$ cat config.mk
export PLATFORM = sky130hd
export DESIGN_NAME = prescaled_counter
export DESIGN_NICKNAME = d
export VERILOG_FILES = /design/src/rtl/prescaled_counter.sv
export SDC_FILE = /design/constraint.sdc
export NUM_CORES = 1
export LEC_CHECK = 0
export BUFFER_PORTS_ARGS = -buffer_cell sky130_fd_sc_hd__buf_2
export CORE_UTILIZATION = 45
export DETAILED_ROUTE_END_ITERATION = 8
export PLACE_DENSITY = 0.67
export SLEW_MARGIN = 5
export SYNTH_ARGS = -nofsm -noshare
export SYNTH_HDL_FRONTEND = slang
export SYNTH_SLANG_ARGS = --single-unit
$ cat constraint.sdc
create_clock -name clock_i -period 7.3 [get_ports clock_i]
set_clock_uncertainty 0.05 [all_clocks]
set_input_delay 0 -clock clock_i [delete_from_list [all_inputs] [get_ports clock_i]]
set_output_delay 0 -clock clock_i [all_outputs]
set_load 0.02 [all_outputs]
$ cat src/rtl/prescaled_counter.sv
// ---------------------------------------------------------------------------
// prescaled_counter
//
// Event counter with a run-time programmable prescaler, up/down direction,
// load/clear and wrap / saturate / one-shot terminal behaviour. Intended for
// timer, watchdog and rate-divider use on the single core clock domain.
//
// Optional feature macro: PRESCALED_COUNTER_CAPTURE_EN
//   When defined, adds capture_i / capture_o. capture_o takes the pre-update
//   count on any edge where capture_i is high (including clear/load edges).
//
// Ports
//   clock_i       in   1               core clock, posedge
//   reset_i       in   1               synchronous, active-high reset
//   enable_i      in   1               advance the prescaler when high
//   clear_i       in   1               count<=0, prescaler<=0, re-arm one-shot
//   load_i        in   1               count<=load_value_i, prescaler<=0, re-arm
//   load_value_i  in   COUNT_WIDTH     value taken on load_i
//   prescale_i    in   PRESCALE_WIDTH  step every prescale_i+1 enabled cycles
//   dir_i         in   1               0 = up, 1 = down
//   mode_i        in   2               00 wrap, 01 saturate, 10 one-shot, 11 wrap
//   limit_i       in   COUNT_WIDTH     up-count terminal (down terminal is 0)
//   count_o       out  COUNT_WIDTH     current count (registered)
//   tick_o        out  1               pulse: a step was taken this edge
//   terminal_o    out  1               pulse: the step was taken at terminal
//   running_o     out  1               one-shot armed; 1 outside one-shot mode
//   capture_i     in   1               (capture build only) snapshot request
//   capture_o     out  COUNT_WIDTH     (capture build only) snapshot register
// ---------------------------------------------------------------------------
module prescaled_counter #(
    parameter int unsigned COUNT_WIDTH    = 16,
    parameter int unsigned PRESCALE_WIDTH = 8
) (
    input  logic                      clock_i,
    input  logic                      reset_i,
    input  logic                      enable_i,
    input  logic                      clear_i,
    input  logic                      load_i,
    input  logic [COUNT_WIDTH-1:0]    load_value_i,
    input  logic [PRESCALE_WIDTH-1:0] prescale_i,
    input  logic                      dir_i,
    input  logic [1:0]                mode_i,
    input  logic [COUNT_WIDTH-1:0]    limit_i,
`ifdef PRESCALED_COUNTER_CAPTURE_EN
    input  logic                      capture_i,
    output logic [COUNT_WIDTH-1:0]    capture_o,
`endif
    output logic [COUNT_WIDTH-1:0]    count_o,
    output logic                      tick_o,
    output logic                      terminal_o,
    output logic                      running_o
);

    localparam int unsigned CW = COUNT_WIDTH;
    localparam int unsigned PW = PRESCALE_WIDTH;

    localparam logic [1:0] MODE_WRAP     = 2'b00;
    localparam logic [1:0] MODE_SATURATE = 2'b01;
    localparam logic [1:0] MODE_ONESHOT  = 2'b10;

    // What a step does to the count register.
    typedef enum logic [2:0] {
        ACT_HOLD       = 3'd0,
        ACT_INC        = 3'd1,
        ACT_DEC        = 3'd2,
        ACT_WRAP_ZERO  = 3'd3,
        ACT_WRAP_LIMIT = 3'd4,
        ACT_STOP       = 3'd5
    } step_act_e;

    // Registered state
    logic [CW-1:0] count_q,    count_d;
    logic [PW-1:0] presc_q,    presc_d;
    logic          tick_q,     tick_d;
    logic          terminal_q, terminal_d;
    logic          running_q,  running_d;

    // Combinational helpers
    logic      step_en_c;
    logic      presc_done_c;
    logic      at_terminal_c;
    step_act_e step_act_c;

    // Step qualification: prescaler only advances while enabled and armed.
    // ">=" lets a lowered prescale_i take effect on the next enabled cycle.
    always_comb begin
        step_en_c    = enable_i & running_q;
        presc_done_c = (presc_q >= prescale_i);
    end

    // Terminal detection; ">=" on the up side also catches loads above limit.
    always_comb begin
        at_terminal_c = 1'b0;
        if (dir_i) begin
            at_terminal_c = (count_q == CW'(0));
        end else begin
            at_terminal_c = (count_q >= limit_i);
        end
    end

    // Decide what a step does given direction, terminal state and mode.
    always_comb begin
        step_act_c = ACT_HOLD;
        if (!at_terminal_c) begin
            step_act_c = dir_i ? ACT_DEC : ACT_INC;
        end else begin
            unique case (mode_i)
                MODE_SATURATE: step_act_c = ACT_HOLD;
                MODE_ONESHOT:  step_act_c = ACT_STOP;
                default:       step_act_c = dir_i ? ACT_WRAP_LIMIT : ACT_WRAP_ZERO;
            endcase
        end
    end

    // Next-state logic; priority clear > load > step (reset is in the register).
    always_comb begin
        count_d    = count_q;
        presc_d    = presc_q;
        tick_d     = 1'b0;
        terminal_d = 1'b0;
        running_d  = running_q;

        // Leaving one-shot mode re-arms so the other modes always run.
        if (mode_i != MODE_ONESHOT) begin
            running_d = 1'b1;
        end

        if (clear_i) begin
            count_d   = CW'(0);
            presc_d   = PW'(0);
            running_d = 1'b1;
        end else if (load_i) begin
            count_d   = load_value_i;
            presc_d   = PW'(0);
            running_d = 1'b1;
        end else if (step_en_c) begin
            if (presc_done_c) begin
                presc_d    = PW'(0);
                tick_d     = 1'b1;
                terminal_d = at_terminal_c;
                unique case (step_act_c)
                    ACT_INC:        count_d = count_q + CW'(1);
                    ACT_DEC:        count_d = count_q - CW'(1);
                    ACT_WRAP_ZERO:  count_d = CW'(0);
                    ACT_WRAP_LIMIT: count_d = limit_i;
                    ACT_STOP:       running_d = 1'b0;
                    default:        count_d = count_q;
                endcase
            end else begin
                presc_d = presc_q + PW'(1);
            end
        end
    end

    // State register
    always_ff @(posedge clock_i) begin
        if (reset_i) begin
            count_q    <= CW'(0);
            presc_q    <= PW'(0);
            tick_q     <= 1'b0;
            terminal_q <= 1'b0;
            running_q  <= 1'b1;
        end else begin
            count_q    <= count_d;
            presc_q    <= presc_d;
            tick_q     <= tick_d;
            terminal_q <= terminal_d;
            running_q  <= running_d;
        end
    end

`ifdef PRESCALED_COUNTER_CAPTURE_EN
    // Snapshot of the count as it stood before this edge's update.
    logic [CW-1:0] capture_q;

    always_ff @(posedge clock_i) begin
        if (reset_i) begin
            capture_q <= CW'(0);
        end else if (capture_i) begin
            capture_q <= count_q;
        end
    end

    assign capture_o = capture_q;
`endif

    assign count_o    = count_q;
    assign tick_o     = tick_q;
    assign terminal_o = terminal_q;
    assign running_o  = running_q;

endmodule

Word-level counts from Yosys, hierarchy flattened

Cells that the tools add are included.

Flip-flop bits (word level): 27
Input bits: 48
Output and inout port bits: 19

$add $sub $neg: 3
$lt $le $gt $ge: 2
Equal/unequal tests: 8
Muxes and demuxes: 15
Bitwise operators: 3
Reduce and logical (&&, ||, !) cells: 9

Operators with widths:

| cell                                                                  | count |
|---|---|
| 16-bit one-hot mux with 4 select lines                                | 1 |
| 16-bit two-way mux                                                    | 3 |
| 16-bit by 1-bit adder with 16-bit output (second input constant)      | 1 |
| 16-bit >= comparator                                                  | 1 |
| 16-bit zero test                                                      | 1 |
| 16-bit by 1-bit subtractor with 16-bit output (second input constant) | 1 |
| 8-bit by 1-bit adder with 8-bit output (second input constant)        | 1 |
| 8-bit >= comparator                                                   | 1 |
| 8-bit two-way mux                                                     | 1 |
| 3-bit by 2-bit == test with 1-bit output (second input constant)      | 2 |
| 3-bit == test (second input constant)                                 | 2 |
| 1-bit two-way mux                                                     | 6 |
| 3-bit two-way mux                                                     | 2 |
| 3-bit one-hot mux with 2 select lines                                 | 1 |
| 5-bit nonzero test                                                    | 1 |
| 5-bit OR reduction                                                    | 1 |
| 2-bit nonzero test                                                    | 2 |
| 4-bit OR reduction                                                    | 1 |
| 3-bit by 1-bit == test with 1-bit output (second input constant)      | 1 |
| 3-bit AND reduction                                                   | 1 |
| 3-bit OR reduction                                                    | 1 |
| 2-bit by 1-bit == test with 1-bit output (second input constant)      | 1 |
| 2-bit == test (second input constant)                                 | 1 |
| 2-bit two-way mux                                                     | 1 |
| other kinds (4)                                                       | 5 |

Logic depth before layout (Yosys ltp)

Gate-level depths: netlist of the first run.

Depth in word-level cells: 8
Mapped depth: 11
Mapped depth without buffers: 11

Least setup slack after synthesis of the first run

Ideal clock, no wire load.

Path kind: register to register
Start point: register count_q[3], in the netlist count_o[3]
End point: register count_q[15], in the netlist count_o[15]
Data arrival time: 3.771 ns
Data required time: 7.130 ns
Setup slack: 3.360 ns
Cell stages (with the launch flop): 12
Buffers on the path: 0
Clock period less this slack: 3.940 ns
Cells stage by stage: dfxtp_1 or4_4 o41ai_4 inv_2 ha_1 a21oi_1 o211ai_1 o41ai_1 o21ai_0 or4_1 nand4_1 a21oi_1

Longest elaborated chain between the ends: 8
Elaborated cells on any way between the ends: 16
Those cells by class: add/sub (2); order compare (1); eq/ne (4); mux (6); reduce/logical (3)

RTL lines:

| what                                                            | line   | source |
|---|---|---|
| start: declaration                                              | 72     | `logic [CW-1:0] count_q, count_d;` |
| start signal: assignment                                        | 164    | `count_q <= count_d;` |
| 16-bit >= comparator / 16-bit zero test (equally long branches) | 97, 95 |  |
| 1-bit two-way mux                                               | 94     | `if (dir_i) begin` |
| 3-bit two-way mux                                               | 104    | `if (!at_terminal_c) begin` |
| 3-bit == test (tied with other cells)                           | 141    | `unique case (step_act_c)` |
| 16-bit one-hot mux with 4 select lines                          | 141    |  |
| 16-bit two-way mux                                              | 137    | `if (presc_done_c) begin` |
| 16-bit two-way mux                                              | 136    | `end else if (step_en_c) begin` |
| 16-bit two-way mux                                              | 132    | `end else if (load_i) begin` |

Several ways; a longest one is shown, not always the timed one. The select of a mux whose other input is x is not followed.
A chain may end at the register's enable or synchronous reset.

Worst setup path in the final report of the first run

Start point: register count_q[3], in the netlist count_o[3]
End point: register count_q[13], in the netlist count_o[13]

Same word-level chain as after synthesis.

==> flow_metrics.py, run 1 <==
metrics = {
    "global_routing": {
        "grt_max_degree": 26,
        "grt_pass1_wl_mm": 12.78,
        "antenna_found_initial": 0,
        "overflow": 0,
        "grtUsageTotal_pct": 25.99,
        "first_global_vias": 2693,
    },
    "clocking": {
        "clk_pin_slew_worst_paths_ps": 110,
        "cts_resized": 0,
        "cts-root-buf": "clkbuf_8",
        "insertion_delay_ps": 290,
        "cts_tree": "done",
        "htreeDepth": 1,
        "numCtsBuffers": 3,
        "cts.path.max_buffers": 2,
        "numClockSinks": 27,
    },
    "critical_path": {
        "slowest_delay_ps": 690,
        "crit_path_end_kind": "register",
        "start_kind": "register",
        "critical_path_class": "register to register",
        "slowest_stage": "o41ai_1",
        "crit_chain": "or4_4 > o41ai_4 > inv_2 > ha_1 > a21oi_1 > o211ai_1 > o41ai_1 > o21ai_0 > xor2_1 > nand2_1 > a31oi_1 > dlygate4sd3_1",
        "cp_max_fo": 16,
        "arrival_ps": 4870,
        "required_ps": 7490,
        "reg2reg_slack_ps": 2620,
    },
    "floorplanning": {
        "fp-row-count": 27,
        "die_width_um": 79.45,
        "start_util_pct": 47.84,
        "coreArea_um2": 5642,
        "die_y_um": 79.45,
        "io_pins": 67,
        "die_area_um2": 6312,
    },
    "layout": {
        "nets": 523,
        "drive_gt1_share_pct": 20.09,
        "antenna_cells": 0,
        "syn_to_final_growth_pct": 22.95,
    },
    "routing": {
        "drtIter0Drc": 206,
        "drc_errors": 0,
        "routed-wl-met2_mm": 3.652,
        "avgViaCountPerCell": 5.709,
        "drt_first_pass_iters": 4,
        "routed_wl_mm": 7.900,
        "m1WireLength_mm": 3.670,
        "drtAntennaViolNets": 0,
        "top_layer": "met4",
        "vias": 2883,
        "met3_length_um": 461,
        "wire_per_inst_um": 15.64,
    },
    "yosys": {
        "synth_fa_ha_area_share_pct": 19.29,
        "netlist-cell-type-count": 57,
        "ys_warn_count": 0,
        "syn_inst": 354,
        "avgSynthCellArea_um2": 7.624,
        "yosys.area_share.xor_xnor_pct": 5.192,
        "synth-seq-area-share_pct": 20.03,
        "synth-simple-area-share_pct": 21.42,
        "synth_mux_area_share_pct": 0.3709,
        "synth_edf_count": 0,
        "synth-seq-cells": 27,
        "synthArstFlopShare_pct": 0,
        "syn-num-nets": 443,
        "synth_top_family_by_area": "compound AO/OA/AOI/OAI gates",
        "netlist_area_um2": 2699,
        "synthFlopType": "dfxtp_1",
        "synth_compound_area_share_pct": 26.80,
    },
    "pwr": {
        "fin_total_pwr_mw": 0.4423,
        "p_per_area_nw_per_um2": 133.3,
        "peakVddDrop_mv": 0.08345,
        "leakagePower_nw": 1.599,
    },
    "timing": {
        "maxSlewViolCount": 0,
        "rsz0062_at_grt": "no",
        "hold_viol": 0,
        "fmax_mhz": 213.9,
        "worst_pin_slew_ps": 816.5,
        "setup_violations": 0,
        "hold_slack_ps": 5.097,
        "setup_ws_ps": 2625,
        "max_slew_margin_pct": 45.51,
        "finalCritPeriodShare_pct": 64.05,
        "fin_setup_tns_ps": 0,
        "fin_crit_ps": 4675,
    },
    "status": {
        "status": "finished clean",
    },
    "placement": {
        "portBuffers": 66,
        "routabilityCongestion": 0.9506,
        "dp_hpwl_mm": 5.909,
        "dpl_worst_slack_ps": 2919,
    },
    "worst_hold_path": {
        "min_path_type": "input pin to register",
    },
    "flow_run": {
        "cap_violations": 0,
    },
}
[cell type report]
type / count / area, µm²
clock buffer: 3 / 41.29
clock inverter: 1 / 8.758
fill: 534 / 2323
inverter: 36 / 135.1
multi-input combinational: 279 / 1972
sequential: 27 / 540.5
tap: 72 / 90.09
timing repair buffer: 87 / 530.5
[layout by cell type (no fill, tap or decap), types with 4 or more instances in the layout]
| cell | n |
|---|---|
| buf_2 | 66 |
| o221ai_1 | 10 |
| o22ai_1 | 5 |
| a31oi_1 | 5 |
| nand4_1 | 5 |
| nor2_1 | 22 |
| ha_1 | 40 |
| dlygate4sd3_1 | 17 |
| xor2_1 | 12 |
| nor2b_1 | 5 |
| o211ai_1 | 6 |
| nand2_1 | 43 |
| a21oi_1 | 29 |
| dfxtp_1 | 27 |
| buf_4 | 4 |
| nor3_1 | 5 |
| o21ai_0 | 15 |
| inv_1 | 35 |
| nand3_1 | 14 |
| a211oi_1 | 6 |
| xnor2_1 | 4 |
[flip-flops by register name, summed over array words and instances (netlist names)]
| signal | flops |
|---|---|
| count_o | 16 |
| running_o | 1 |
| terminal_o | 1 |
| tick_o | 1 |
| presc_q | 8 |
[stage by stage]
stage,cell area [µm²],std cells,utilization [%]
4_1_cts,3318,505,58.82
3_3_place_gp,3098,484,54.91
3_5_place_dp,3098,484,54.91
2_1_floorplan,2699,354,-
6_report,3318,505,58.82
5_1_grt,3318,505,58.82
[worst paths after layout]
kind,end,cells after the start,from
worst max-delay path,count_o[13],12,count_o[3]
worst min-delay path,count_o[10],3,limit_i[10]
worst max register to register,count_o[13],12,count_o[3]
worst min register to register,running_o,2,running_o
[per-layer routing]
layer | vias up | GRT usage (%)
met5 | - | 0
met4 | 0 | 8.727
met3 | 10 | 2.514
met2 | 98 | 43.76
met1 | 1322 | 34.43
li1 | 1453 | -
[Yosys cell counts, types with 4 or more instances]
cell	n	area share, %
a211oi_1	6	1.7
a21oi_1	29	5.4
a31oi_1	5	1.2
clkbuf_1	9	1.3
dfxtp_1	27	20
ha_1	40	19
inv_1	35	4.9
nand2_1	43	6.0
nand3_1	14	2.6
nand4_1	5	1.2
nor2_1	22	3.1
nor2b_1	5	1.2
nor3_1	5	0.93
o211ai_1	6	1.7
o21ai_0	15	2.8
o221ai_1	10	3.2
o22ai_1	5	1.2
xnor2_1	4	1.3
xor2_1	12	3.9
[logic make-up (layout without fill, tap and decap cells)]
family | after synthesis | count (layout)
xor gates and xnor gates | 16 | 16
adders and majority gates | 41 | 41
AOI/OAI and AO/OA | 104 | 104
muxes | 1 | 1
and+or+nand+nor | 117 | 117
buffers and inverters | 48 | 127
DFF | 27 | 27
[where the power goes]
group	switching, mW	total, mW	internal, mW	leakage, nW
clock network	0.0586	0.0989	0.0403	0.0261
registers	0.00653	0.158	0.152	0.219
logic	0.108	0.185	0.0773	1.35
[worst max-delay path, delay by kind of cell, from the launching register on]
kind | cells | cell delay, ps
buffers and inverters | 2 | 860
AO/OA/AOI/OAI | 6 | 2130
XOR/XNOR | 1 | 210
adder cells (fa/ha/maj) | 1 | 350
flip-flops | 1 | 370
AND/OR/NAND/NOR | 2 | 650
[timing repair]
action / CTS / global route
hold buffers: 17 / 0
setup buffers: 0 / 0
endpoints found under the hold margin: 13 / 0
Power figures use the tool's default switching activity.
==> run 2: changes to the inputs <==
--- a/config.mk
+++ b/config.mk
@@ -5,10 +5,11 @@
 export SDC_FILE = /design/constraint.sdc
 export NUM_CORES = 1
 export LEC_CHECK = 0
+export ABC_AREA = 1
 export BUFFER_PORTS_ARGS = -buffer_cell sky130_fd_sc_hd__buf_2
 export CORE_UTILIZATION = 45
 export DETAILED_ROUTE_END_ITERATION = 8
-export PLACE_DENSITY = 0.67
+export PLACE_DENSITY = 0.69
 export SLEW_MARGIN = 5
 export SYNTH_ARGS = -nofsm -noshare
 export SYNTH_HDL_FRONTEND = slang
==> constraint.sdc (replaced) <==
create_clock -name clock_i -period 4.06 [get_ports clock_i]
set_clock_uncertainty 0.05 [all_clocks]
set_input_delay 0 -clock clock_i [delete_from_list [all_inputs] [get_ports clock_i]]
set_output_delay 0 -clock clock_i [all_outputs]
set_load 0.02 [all_outputs]
==> run 2 against run 1 <==
  * Utilization shrank 2.6 points
  * Largest cell class unchanged
  * Synthesized cell count up 28%
  * Global-route usage is 2.4 points lower
  * Via count increased by 4.9%
  * Synthesized area up 7.4%
  * Register-to-register slack got worse by 1500 ps
==> flow_metrics.py, run 2 <==
metrics = {
    "status": {
        "status": "finished clean",
    },
    "layout": {
        "antenna_cells": 0,
        "largest_register_ffs": 16,
        "fin_util_pct": 56.23,
        "nets": 614,
        "drive_gt1_share_pct": 17.37,
        "syn_to_final_growth_pct": 17.57,
        "final_common_cell": "nand2_1",
        "final_cell_mix": "nand2_1 (99), nor2_1 (73), buf_2 (66)",
    },
    "critical_path": {
        "required_ps": 4240,
        "arrival_ps": 3140,
        "critical_path_class": "register to register",
        "cp_max_fo": 9,
        "slowest_stage": "dfxtp_1",
        "critical-path-top-delay-family": "compound AO/OA/AOI/OAI gates",
        "crit_path_end_kind": "register",
        "slowest_delay_ps": 460,
        "crit_top_cell": "nor2_1",
        "start_kind": "register",
        "critPathBufInv": 2,
        "crit_chain": "inv_2 > nand3_1 > nor2_1 > a21oi_2 > buf_4 > ha_1 > a21o_1 > nor2_1 > nand3_1 > a21oi_1 > xnor2_1 > nand2_1 > a21oi_1 > nor2_1 > nor2_1",
    },
    "clocking": {
        "insertion_delay_ps": 280,
        "post_cts_buffers": 0,
        "cts.path.max_buffers": 2,
        "numClockSinks": 27,
        "htreeDepth": 1,
        "clk_pin_slew_worst_paths_ps": 110,
        "numCtsBuffers": 3,
        "cts-root-buf": "clkbuf_8",
        "hold_buffers": 8,
        "cts_tree": "done",
        "cts_resized": 0,
    },
    "placement": {
        "dp_hpwl_mm": 6.025,
        "routabilityCongestion": 0.9167,
        "portBuffers": 66,
    },
    "floorplanning": {
        "io_pins": 67,
        "fp-row-count": 28,
        "start_util_pct": 47.83,
        "die_y_um": 82.27,
        "die_area_um2": 6768,
        "die_width_um": 82.27,
        "coreArea_um2": 6061,
    },
    "routing": {
        "vias": 3025,
        "wire_per_inst_um": 12.74,
        "drc_errors": 0,
        "drtIter0Drc": 94,
        "drt_first_pass_iters": 4,
        "avgViaCountPerCell": 5.050,
        "routed_wl_mm": 7.634,
        "drtAntennaViolNets": 0,
    },
    "yosys": {
        "synth-seq-cells": 27,
        "yosys.area.top_type": "dfxtp_1",
        "synthArstFlopShare_pct": 0,
        "ys_warn_count": 0,
        "yosysMostFrequentCell": "nand2_1",
        "synth_top_cell_area_share_pct": 18.64,
        "syn_inst": 452,
        "netlist_area_um2": 2899,
        "avgSynthCellArea_um2": 6.414,
        "netlist-cell-type-count": 39,
        "synthFlopType": "dfxtp_1",
        "syn-num-nets": 541,
        "synth-seq-area-share_pct": 18.64,
        "yosys-top-cells-count": "nand2_1 (99), nor2_1 (73), inv_1 (61)",
        "yosys-top-cells-area": "dfxtp_1 (19%), ha_1 (17%), nand2_1 (13%)",
        "synth_edf_count": 0,
    },
    "timing": {
        "fin_crit_ps": 2953,
        "fmax_mhz": 338.6,
        "hold_viol": 0,
        "fin_setup_tns_ps": 0,
        "worst_pin_slew_ps": 829.9,
        "max_slew_margin_pct": 44.47,
        "setup_violations": 0,
        "rsz0062_at_grt": "no",
        "finalCritPeriodShare_pct": 72.74,
        "maxSlewViolCount": 0,
    },
    "pwr": {
        "p_per_area_nw_per_um2": 224.8,
        "peakVddDrop_mv": 0.1435,
        "leakagePower_nw": 1.901,
    },
    "global_routing": {
        "grtUsageTotal_pct": 23.61,
        "overflow": 0,
        "grt_pass1_wl_mm": 12.28,
        "grt_max_degree": 25,
        "first_global_vias": 2733,
        "antenna_found_initial": 0,
    },
    "flow_run": {
        "cap_violations": 0,
    },
    "worst_hold_path": {
        "min_path_type": "input pin to register",
    },
}
==> run 2: changes by cell type after synthesis, moves of 6 or more <==
| cell | change |
|---|---|
| inv_1 | +26 |
| nand2_1 | +56 |
| o21ai_1 | +7 |
| clkbuf_1 | -6 |
| a21oi_1 | +6 |
| a211oi_1 | -6 |
| nand3_1 | +8 |
| o221ai_1 | -10 |
| nor2_1 | +51 |
==> run 2: worst register-to-register path, stage by stage, from the launching register on <==
cell     delay (ps)
dfxtp_1         460
inv_2           120
nand3_1         110
nor2_1           70
a21oi_2         370
buf_4           260
ha_1            300
a21o_1          220
nor2_1          140
nand3_1         140
a21oi_1         190
xnor2_1         140
nand2_1          60
a21oi_1         170
nor2_1           50
nor2_1           70
==> run 2: report_power, final <==
group          leakage, nW  internal [mW]  switching [mW]  total [mW]
logic                 1.66          0.125           0.188       0.313
clock network       0.0255         0.0692          0.0992       0.168
registers            0.220          0.273          0.0119       0.285
==> run 2: path summary, 6_finish.rpt <==
check	start	to	slack [ps]	depth (start not counted)
worst max-delay path	count_o[0]	count_o[11]	1110	15
worst min register to register	presc_q[0]	presc_q[0]	470	2
worst max register to register	count_o[0]	count_o[11]	1110	15
worst min-delay path	load_value_i[7]	count_o[7]	10	4
==> run 2: layer usage <==
metal / up-vias / routed length [µm] / GRT usage (%)
met4: 0 / 147 / 7.018
met2: 63 / 3415 / 41.24
met3: 10 / 314 / 2.637
met1: 1337 / 3756 / 30.23
li1: 1615 / - / -
met5: - / 0 / 0
==> run 2: cells by family after synthesis <==
family | count (synthesis) | share of synthesized area (%)
flops | 27 | 18.64
simple gates | 222 | 33.49
xor+xnor | 15 | 4.532
compound gates | 76 | 15.36
fa+ha+maj | 41 | 17.95
buf+inv | 71 | 10.01
==> run 2: stage by stage <==
step                      area (µm²)  hold slack (ps)  power [mW]  cells  setup WS [ps]
after floorplan                 2899            165.4      0.5143    452           1223
after global placement          3282            253.9      0.5943    587           1243
after detailed placement        3282            267.8      0.5951    587           1200
after CTS                       3408            9.139      0.7704    599           1151
after global routing            3408            46.24      0.8274    599          868.7
final                           3408            11.57      0.7661    599           1107
==> run 2: area by class of cell <==
| type | instances | area [µm²] |
|---|---|---|
| Clock buffer | 3 | 41.29 |
| Clock inverter | 1 | 5.005 |
| Fill cell | 614 | 2653 |
| Inverter | 64 | 241.5 |
| Multi-Input combinational cell | 354 | 2068 |
| Sequential cell | 27 | 540.5 |
| Tap cell | 75 | 93.84 |
| Timing Repair Buffer | 75 | 417.9 |
